==> config.mk <==
export PLATFORM = sky130hd
export DESIGN_NAME = core_mem_arbiter
export DESIGN_NICKNAME = d
export VERILOG_FILES = /design/src/rtl/core_mem_arbiter.sv
export SDC_FILE = /design/constraint.sdc
export NUM_CORES = 1
export LEC_CHECK = 0
export BUFFER_PORTS_ARGS = -buffer_cell sky130_fd_sc_hd__buf_2
export CORE_MARGIN = 2
export CORE_UTILIZATION = 41
export DETAILED_ROUTE_END_ITERATION = 6
export PLACE_DENSITY = 0.82
export RECOVER_POWER = 50
export SETUP_SLACK_MARGIN = 0.3
export SYNTH_ARGS = -nofsm -noshare
export SYNTH_HDL_FRONTEND = slang
export SYNTH_SLANG_ARGS = --single-unit
==> constraint.sdc <==
create_clock -name clk_i -period 2.2 [get_ports clk_i]
set_clock_uncertainty 0.15 [all_clocks]
set_input_delay 0.22 -clock clk_i [delete_from_list [all_inputs] [get_ports clk_i]]
set_output_delay 0.22 -clock clk_i [all_outputs]
set_load 0.05 [all_outputs]
==> src/rtl/core_mem_arbiter.sv <==
// Shares one memory word port between fetch-side line refills and data-side
// refills/writebacks, one critical-word-first burst per grant, data side first.
module core_mem_arbiter #(
  parameter int BURST_LEN      = 4,
  parameter int MAX_D_CONSEC   = 4,
  parameter int TIMEOUT_CYCLES = 255
) (
  input  logic        clk_i,
  input  logic        rst_i,
  input  logic        ic_req_i,
  input  logic [29:0] ic_addr_i,
  output logic        ic_rvalid_o,
  output logic        ic_done_o,
  input  logic        dc_req_i,
  input  logic        dc_we_i,
  input  logic [29:0] dc_addr_i,
  input  logic [31:0] dc_wdata_i,
  output logic        dc_wnext_o,
  output logic        dc_rvalid_o,
  output logic        dc_done_o,
  output logic [31:0] rdata_o,
  output logic        mem_req_o,
  output logic        mem_we_o,
  output logic [29:0] mem_addr_o,
  output logic [31:0] mem_wdata_o,
  input  logic        mem_ack_i,
  input  logic [31:0] mem_rdata_i,
  output logic        err_o
);

  localparam int L  = $clog2(BURST_LEN);
  localparam int SW = $clog2(MAX_D_CONSEC + 1);

  typedef enum logic [1:0] {IDLE, IC_BURST, DC_BURST, GAP} state_t;

  state_t        state_q, state_d;
  logic          owner_ic_q;
  logic [29:0]   addr_q;
  logic [L-1:0]  beat_q;
  logic [7:0]    tmo_q;
  logic [SW-1:0] starve_q;

  logic bursting, timed_out, beat_ack, last_beat, grant_dc, grant_ic;

  assign bursting  = (state_q == IC_BURST) || (state_q == DC_BURST);
  assign timed_out = bursting && (tmo_q == 8'(TIMEOUT_CYCLES));
  assign beat_ack  = bursting && !timed_out && mem_ack_i;
  assign last_beat = (beat_q == L'(BURST_LEN - 1));

  // Data wins unless the fetch side has already waited through MAX_D_CONSEC data grants.
  assign grant_dc = (state_q == IDLE) && dc_req_i &&
                    !(ic_req_i && (starve_q == SW'(MAX_D_CONSEC)));
  assign grant_ic = (state_q == IDLE) && ic_req_i && !grant_dc;

  // NOTE: every variable assigned in always_comb gets a default first, so no path can infer a latch.
  always_comb begin
    state_d = state_q;
    case (state_q)
      IDLE:     if (grant_dc) state_d = DC_BURST;
                else if (grant_ic) state_d = IC_BURST;
      IC_BURST,
      DC_BURST: if (timed_out || (beat_ack && last_beat)) state_d = GAP;
      GAP:      state_d = IDLE;
      default:  state_d = IDLE;
    endcase
  end

  // NOTE: sequential state uses non-blocking assignments so every register samples pre-edge values.
  // NOTE: address and beat registers are reset too, keeping outputs deterministic straight after reset.
  always_ff @(posedge clk_i or negedge rst_i) begin
    if (!rst_i) begin
      state_q    <= IDLE;
      owner_ic_q <= 1'b0;
      addr_q     <= '0;
      beat_q     <= '0;
      tmo_q      <= '0;
      starve_q   <= '0;
    end else begin
      state_q <= state_d;
      if (grant_dc || grant_ic) begin
        owner_ic_q <= grant_ic;
        addr_q     <= grant_dc ? dc_addr_i : ic_addr_i;
        beat_q     <= '0;
        tmo_q      <= '0;
      end else if (beat_ack) begin
        beat_q <= beat_q + 1'b1;
        tmo_q  <= '0;
      end else if (bursting && !timed_out) begin
        tmo_q <= tmo_q + 8'd1;
      end
      if (!ic_req_i || grant_ic) starve_q <= '0;
      else if (grant_dc && (starve_q != SW'(MAX_D_CONSEC))) starve_q <= starve_q + 1'b1;
    end
  end

  // Beat address wraps inside the aligned line (critical word first).
  assign mem_addr_o  = bursting ? {addr_q[29:L], addr_q[L-1:0] + beat_q} : '0;
  assign mem_req_o   = bursting && !timed_out;
  assign mem_we_o    = (state_q == DC_BURST) && dc_we_i;
  assign mem_wdata_o = (state_q == DC_BURST) ? dc_wdata_i : '0;
  assign rdata_o     = bursting ? mem_rdata_i : '0;

  assign ic_rvalid_o = (state_q == IC_BURST) && beat_ack;
  assign dc_rvalid_o = (state_q == DC_BURST) && !dc_we_i && beat_ack;
  assign dc_wnext_o  = (state_q == DC_BURST) && dc_we_i && beat_ack;
  assign err_o       = timed_out;
  assign ic_done_o   = (state_q == GAP) && owner_ic_q;
  assign dc_done_o   = (state_q == GAP) && !owner_ic_q;

endmodule

After elaboration in Yosys (flattened, before gate mapping)
Index checks and enable logic that the tools add are counted.
{"block": "word_totals", "output_inout_bits": 102, "in_bits": 130, "reg_bits": 46, "word_cells": 67}
{"block": "classes", "n_reduce_logical": 33, "eq_ne": 9, "muxes": 15, "add_sub_neg": 4}
{"op": "32-bit 2-to-1 mux", "n": 2}
{"op": "30-bit 2-to-1 mux", "n": 2}
{"op": "8-bit 2-to-1 mux", "n": 3}
{"op": "1-bit logical AND", "n": 17}
{"op": "2-bit 2-to-1 mux", "n": 5}
{"op": "8-bit by 1-bit adder with 8-bit output (second input constant)", "n": 1}
{"op": "8-bit == test (second input constant)", "n": 1}
{"op": "2-bit == test (second input constant)", "n": 3}
{"op": "1-bit zero test", "n": 6}
{"op": "3-bit 2-to-1 mux", "n": 2}
{"op": "3-bit inequality test (second input constant)", "n": 2}
{"op": "2-bit one-hot mux with 3 select lines", "n": 1}
{"op": "1-bit logical OR", "n": 4}
{"op": "2-bit nonzero test", "n": 2}
{"op": "3-bit by 1-bit adder with 3-bit output (second input constant)", "n": 1}
{"op": "3-bit == test (second input constant)", "n": 1}
{"op": "3-bit nonzero test", "n": 1}
{"op": "2-bit by 1-bit adder with 2-bit output (second input constant)", "n": 1}
{"op": "2-bit adder", "n": 1}
{"op": "2-bit by 1-bit == test with 1-bit output (second input constant)", "n": 1}
{"op": "2-bit zero test", "n": 1}
{"op": "2-bit inequality test (second input constant)", "n": 1}
{"op": "2-bit AND reduction", "n": 1}
{"op": "2-bit OR reduction", "n": 1}

Depth between registers and ports, before layout
{"block": "logic_depth", "ltp_word": 10, "ltp_mapped": 9, "ltp_nobuf": 6}

Worst setup path after synthesis
OpenSTA, ideal clock, no wires.
{"block": "synth_timing", "kind": "flip-flop to output port", "start": "register state_q[0]", "end": "output port dc_rvalid_o", "setup_slack_ps": -342, "stages_incl_launch_ff": 5, "path_buffers": 0, "t_required_ps": 1830, "arrival_time_ps": 2172, "cell_sequence": "dfrtp_1 > inv_1 > ha_1 > o211ai_1 > nor3b_1"}
{"block": "synth_between", "elab_chain_cells": 7, "word_cells_on_any_way": 9, "classes_between": "2 x eq/ne; 7 x reduce/logical"}
{"element": "start: declaration", "line": "36", "text": "state_t state_q, state_d;"}
{"element": "start signal: assignment", "line": "79", "text": "state_q <= state_d;"}
{"element": "2-bit by 1-bit == test with 1-bit output / 2-bit == test (equally long branches)", "line": "45, 104"}
{"element": "1-bit logical OR", "line": "45", "text": "assign bursting = (state_q == IC_BURST) || (state_q == DC_BURST);"}
{"element": "1-bit logical AND", "line": "46", "text": "assign timed_out = bursting && (tmo_q == 8'(TIMEOUT_CYCLES));"}
{"element": "1-bit zero test", "line": "47", "text": "assign beat_ack = bursting && !timed_out && mem_ack_i;"}
{"element": "1-bit logical AND (2 in series)", "line": "47"}
{"element": "1-bit logical AND *", "line": "104", "text": "assign dc_rvalid_o = (state_q == DC_BURST) && !dc_we_i && beat_ack;"}
{"element": "end: declaration", "line": "19", "text": "output logic dc_rvalid_o,"}
Every way passes the cells marked *; elsewhere a longest branch is shown, timed or not.

Worst setup path in the final report
{"block": "layout_timing", "start": "register tmo_q[0]", "end": "output port dc_rvalid_o"}
{"block": "layout_between", "elab_chain_cells": 6}
{"element": "start: declaration", "line": "40", "text": "logic [7:0] tmo_q;"}
{"element": "start signal: assignment", "line": "89", "text": "tmo_q <= tmo_q + 8'd1;"}
{"element": "8-bit == test", "line": "46"}
{"element": "1-bit logical AND", "line": "46"}
{"element": "1-bit zero test", "line": "47"}
{"element": "1-bit logical AND (2 in series)", "line": "47"}
{"element": "1-bit logical AND", "line": "104"}
Every way passes these cells.

==> metrics.csv <==
stage;metric;value;unit
run_status;outcome;finished clean;
worst_setup_path;crit_path_cell_trace;ha_4 > nand3_4 > o211ai_1 > buf_4 > nor3b_4 > buf_6;
global_routing;grt_pass1_vias;3623;
cts;clk_latency;310;ps
worst_setup_path;cp_slowest_cell;dfrtp_1;
die;core_area;7292;µm²
synthesis;ys_seq_area_frac;0.3725;
worst_setup_path;slowest_delay;430;ps
cts;cts_root_buf;clkbuf_8;
placement;dp_hpwl;7.332;mm
synthesis;netlist.area_leader.share;0.3725;
placement;io_buffers;231;
cts;clock_path_buffers;2;
finish;drive_above_1_share;0.6240;
synthesis;syn_nets;494;
global_routing;grt_pass1_wl;18.17;mm
power;p_leak;3.013;nW
finish;final_cell_mix;buf_2 (130), buf_6 (70), and2_4 (57), dfrtp_1 (45), nand2_1 (40);
timing;maxSlewViolCount;0;
timing;tns;0;ps
finish;regArea;1152;µm²
detailed_routing;ant_nets;0;
placement;gp_congestion;0.8061;
detailed_routing;drt_wl_total;13.92;mm
synthesis;yosysTopAreaCell;dfrtp_1;
detailed_routing;dr.pass1.iters;5;
min_path;holdCritPathClass;input pin to flip-flop;
worst_setup_path;critical_path_class;flip-flop to primary output;
timing;rsz0062_at_grt;yes;
timing;min_period;2150;ps
finish;nets;764;
synthesis;synth_edf_count;0;
synthesis;syn_area_per_cell;8.730;µm²
die;row_count;31;
timing;worst_pin_slew;1039;ps
global_routing;antenna_found_initial;0;
finish;instances_no_fill;724;
die;die_h;90.82;µm
job;maxCapViolCount;0;
synthesis;ys.flop_type;dfrtp_1;
detailed_routing;vias_per_cell;5.363;
finish;area_growth;97.73;%
synthesis;ys_ff_latch;46;
placement;dpl.cell_count;667;
worst_setup_path;crit_path_end_kind;primary output;
timing;setup_violations;0;
finish;multi_input_area;2074;µm²
worst_setup_path;cp_data_required_time;1830;ps
cts;cts_made_buffers;5;
cts;cts_max_level;2;
detailed_routing;wire_per_inst;19.22;µm
die;pin_count;232;
detailed_routing;drt_drc_violations_left;0;
min_path;min_path_cells;2;
cts;path_clk_slew;100;ps
timing;relSlewSlack;0.3074;
synthesis;synthTopCellsByArea;dfrtp_1 (37%), and2_1 (20%), mux2i_1 (6.2%);
global_routing;grt_max_degree;31;
worst_setup_path;reg2reg_depth;8;
global_routing;grt_usage;0.2762;
detailed_routing;route.vias.total;3883;
worst_setup_path;start_kind;flip-flop;
synthesis;synthesis.instances;354;
global_routing;gr-total-overflow;0;
synthesis;synth-async-reset-ratio;1.000;
power;power_density;1999;nW/µm²
finish;nFillCells;401;
worst_setup_path;critPathMaxFanout;4;
timing;fin_crit_sh;0.9774;
timing;hold_viol;0;
cts;clock_sinks;46;
synthesis;synth.distinct_cells;40;
worst_setup_path;r2r_setup_slack;60;ps
die;dieArea;8248;µm²
detailed_routing;dr.first_iter.drc_count;176;
finish;layout_commonest_cell;buf_2;
die;initial_core_util;0.4238;
power;max-vdd-ir-drop;1.673;mV
worst_setup_path;cp.arrival;1780;ps
cts;cts_tree;yes;
die;die_w;90.82;µm
timing;max_freq;465.1;MHz
finish;n_antenna_cell;0;
synthesis;netlist_area;3090;µm²
synthesis;ys_warn_count;0;
-- cell type report --
cell class,instances,area share
Multi-Input combinational cell,277,0.3395
Clock buffer,5,0.01126
Inverter,5,0.003071
Sequential cell,46,0.1886
Clock inverter,3,0.003071
Timing Repair Buffer,289,0.4343
Tap cell,99,0.02027
-- sequential cells by signal, summed over array words and instances, names as in the netlist --
name and flops:
owner_ic_q 1, beat_q 2, state_q 2, tmo_q 8, addr_q 30, starve_q 3
-- worst max-delay path: cells and delay by family (launching register included) --
family / cells / cell delay [ps]
adders and majority gates: 1 / 200
AOI/OAI and AO/OA: 1 / 150
and+or+nand+nor: 2 / 300
buffers and inverters: 2 / 380
DFF: 1 / 430
-- stage by stage --
step | cell area, µm² | setup slack [ps] | power, mW | hold WS [ps] | util
finish | 6111 | 49.82 | 12.21 | 2.005 | 0.8380
global route | 6111 | 6.167 | 12.63 | 1.559 | 0.8380
CTS | 5539 | 134.4 | 10.72 | 1.583 | 0.7596
detailed placement | 4476 | 80.42 | 7.884 | 31.53 | 0.6138
global placement | 4476 | 182.6 | 7.767 | 22.77 | 0.6138
floorplan | 3182 | 221.4 | 6.469 | -225.6 | -
-- path summary, 6_finish.rpt --
check                                       startpoint                      to
worst max-delay path              tmo_q[0]$_DFFE_PN0P_             dc_rvalid_o
worst min-delay path                      dc_addr_i[7]   addr_q[7]$_DFFE_PN0N_
worst max register to register  state_q[0]$_DFFE_PN0P_  addr_q[17]$_DFFE_PN0N_
worst min register to register  addr_q[15]$_DFFE_PN0N_  addr_q[15]$_DFFE_PN0N_
max in group asynchronous                        rst_i    tmo_q[1]$_DFFE_PN0P_
min in group asynchronous                        rst_i    tmo_q[3]$_DFFE_PN0P_
-- logic make-up (layout without fill, tap and decap cells) --
logic type	Yosys count	after routing	share of synthesized area
and+or+nand+nor	184	184	0.3312
AOI/OAI and AO/OA	60	60	0.1332
DFF	46	46	0.3725
buffers and inverters	31	302	0.04777
muxes	20	20	0.06639
adders and majority gates	10	10	0.04049
xor gates and xnor gates	3	3	0.008504
-- layer usage --
layer | GRT usage | up-vias | part of all wire | wire length, µm
li1 | - | 1737 | - | -
met5 | 0 | - | 0 | 0
met2 | 0.5218 | 251 | 0.51 | 7161
met1 | 0.3115 | 1846 | 0.36 | 5005
met3 | 0.05760 | 49 | 0.087 | 1217
met4 | 0.07828 | 0 | 0.038 | 532
-- what timing repair did --
item | 4_1_cts | 5_1_grt
buffers inserted | 11 | 13
endpoints found under the setup margin | 136 | 136
pin swaps | 6 | 6
cloned | 5 | 8
hold buffers | 12 | 0
gates resized for setup | 212 | 103
endpoints found under the hold margin | 28 | 0
-- synthesized netlist by cell type, types with 2 or more instances --
cell and instances:
a31oi_1 3, a21oi_1 10, nand4_1 3, o21ai_1 17
mux2i_1 19, inv_1 4, nand3_1 2, buf_6 3
nor3b_1 3, and4_1 2, clkbuf_1 14, and2_1 100
a21boi_0 2, dfrtp_1 46, buf_1 2, or4_1 3
buf_2 7, ha_1 10, nor2_1 21, nor2b_1 3
xnor2_1 2, o21ai_0 8, nand2_1 40, a221o_1 14
-- power breakdown --
| part | leakage (nW) | switching [mW] | internal, mW |
|---|---|---|---|
| clock network | 0.0483 | 0.324 | 0.225 |
| logic | 2.38 | 5.64 | 4.61 |
| registers | 0.581 | 0.231 | 1.18 |
Power figures use the tool's default switching activity.
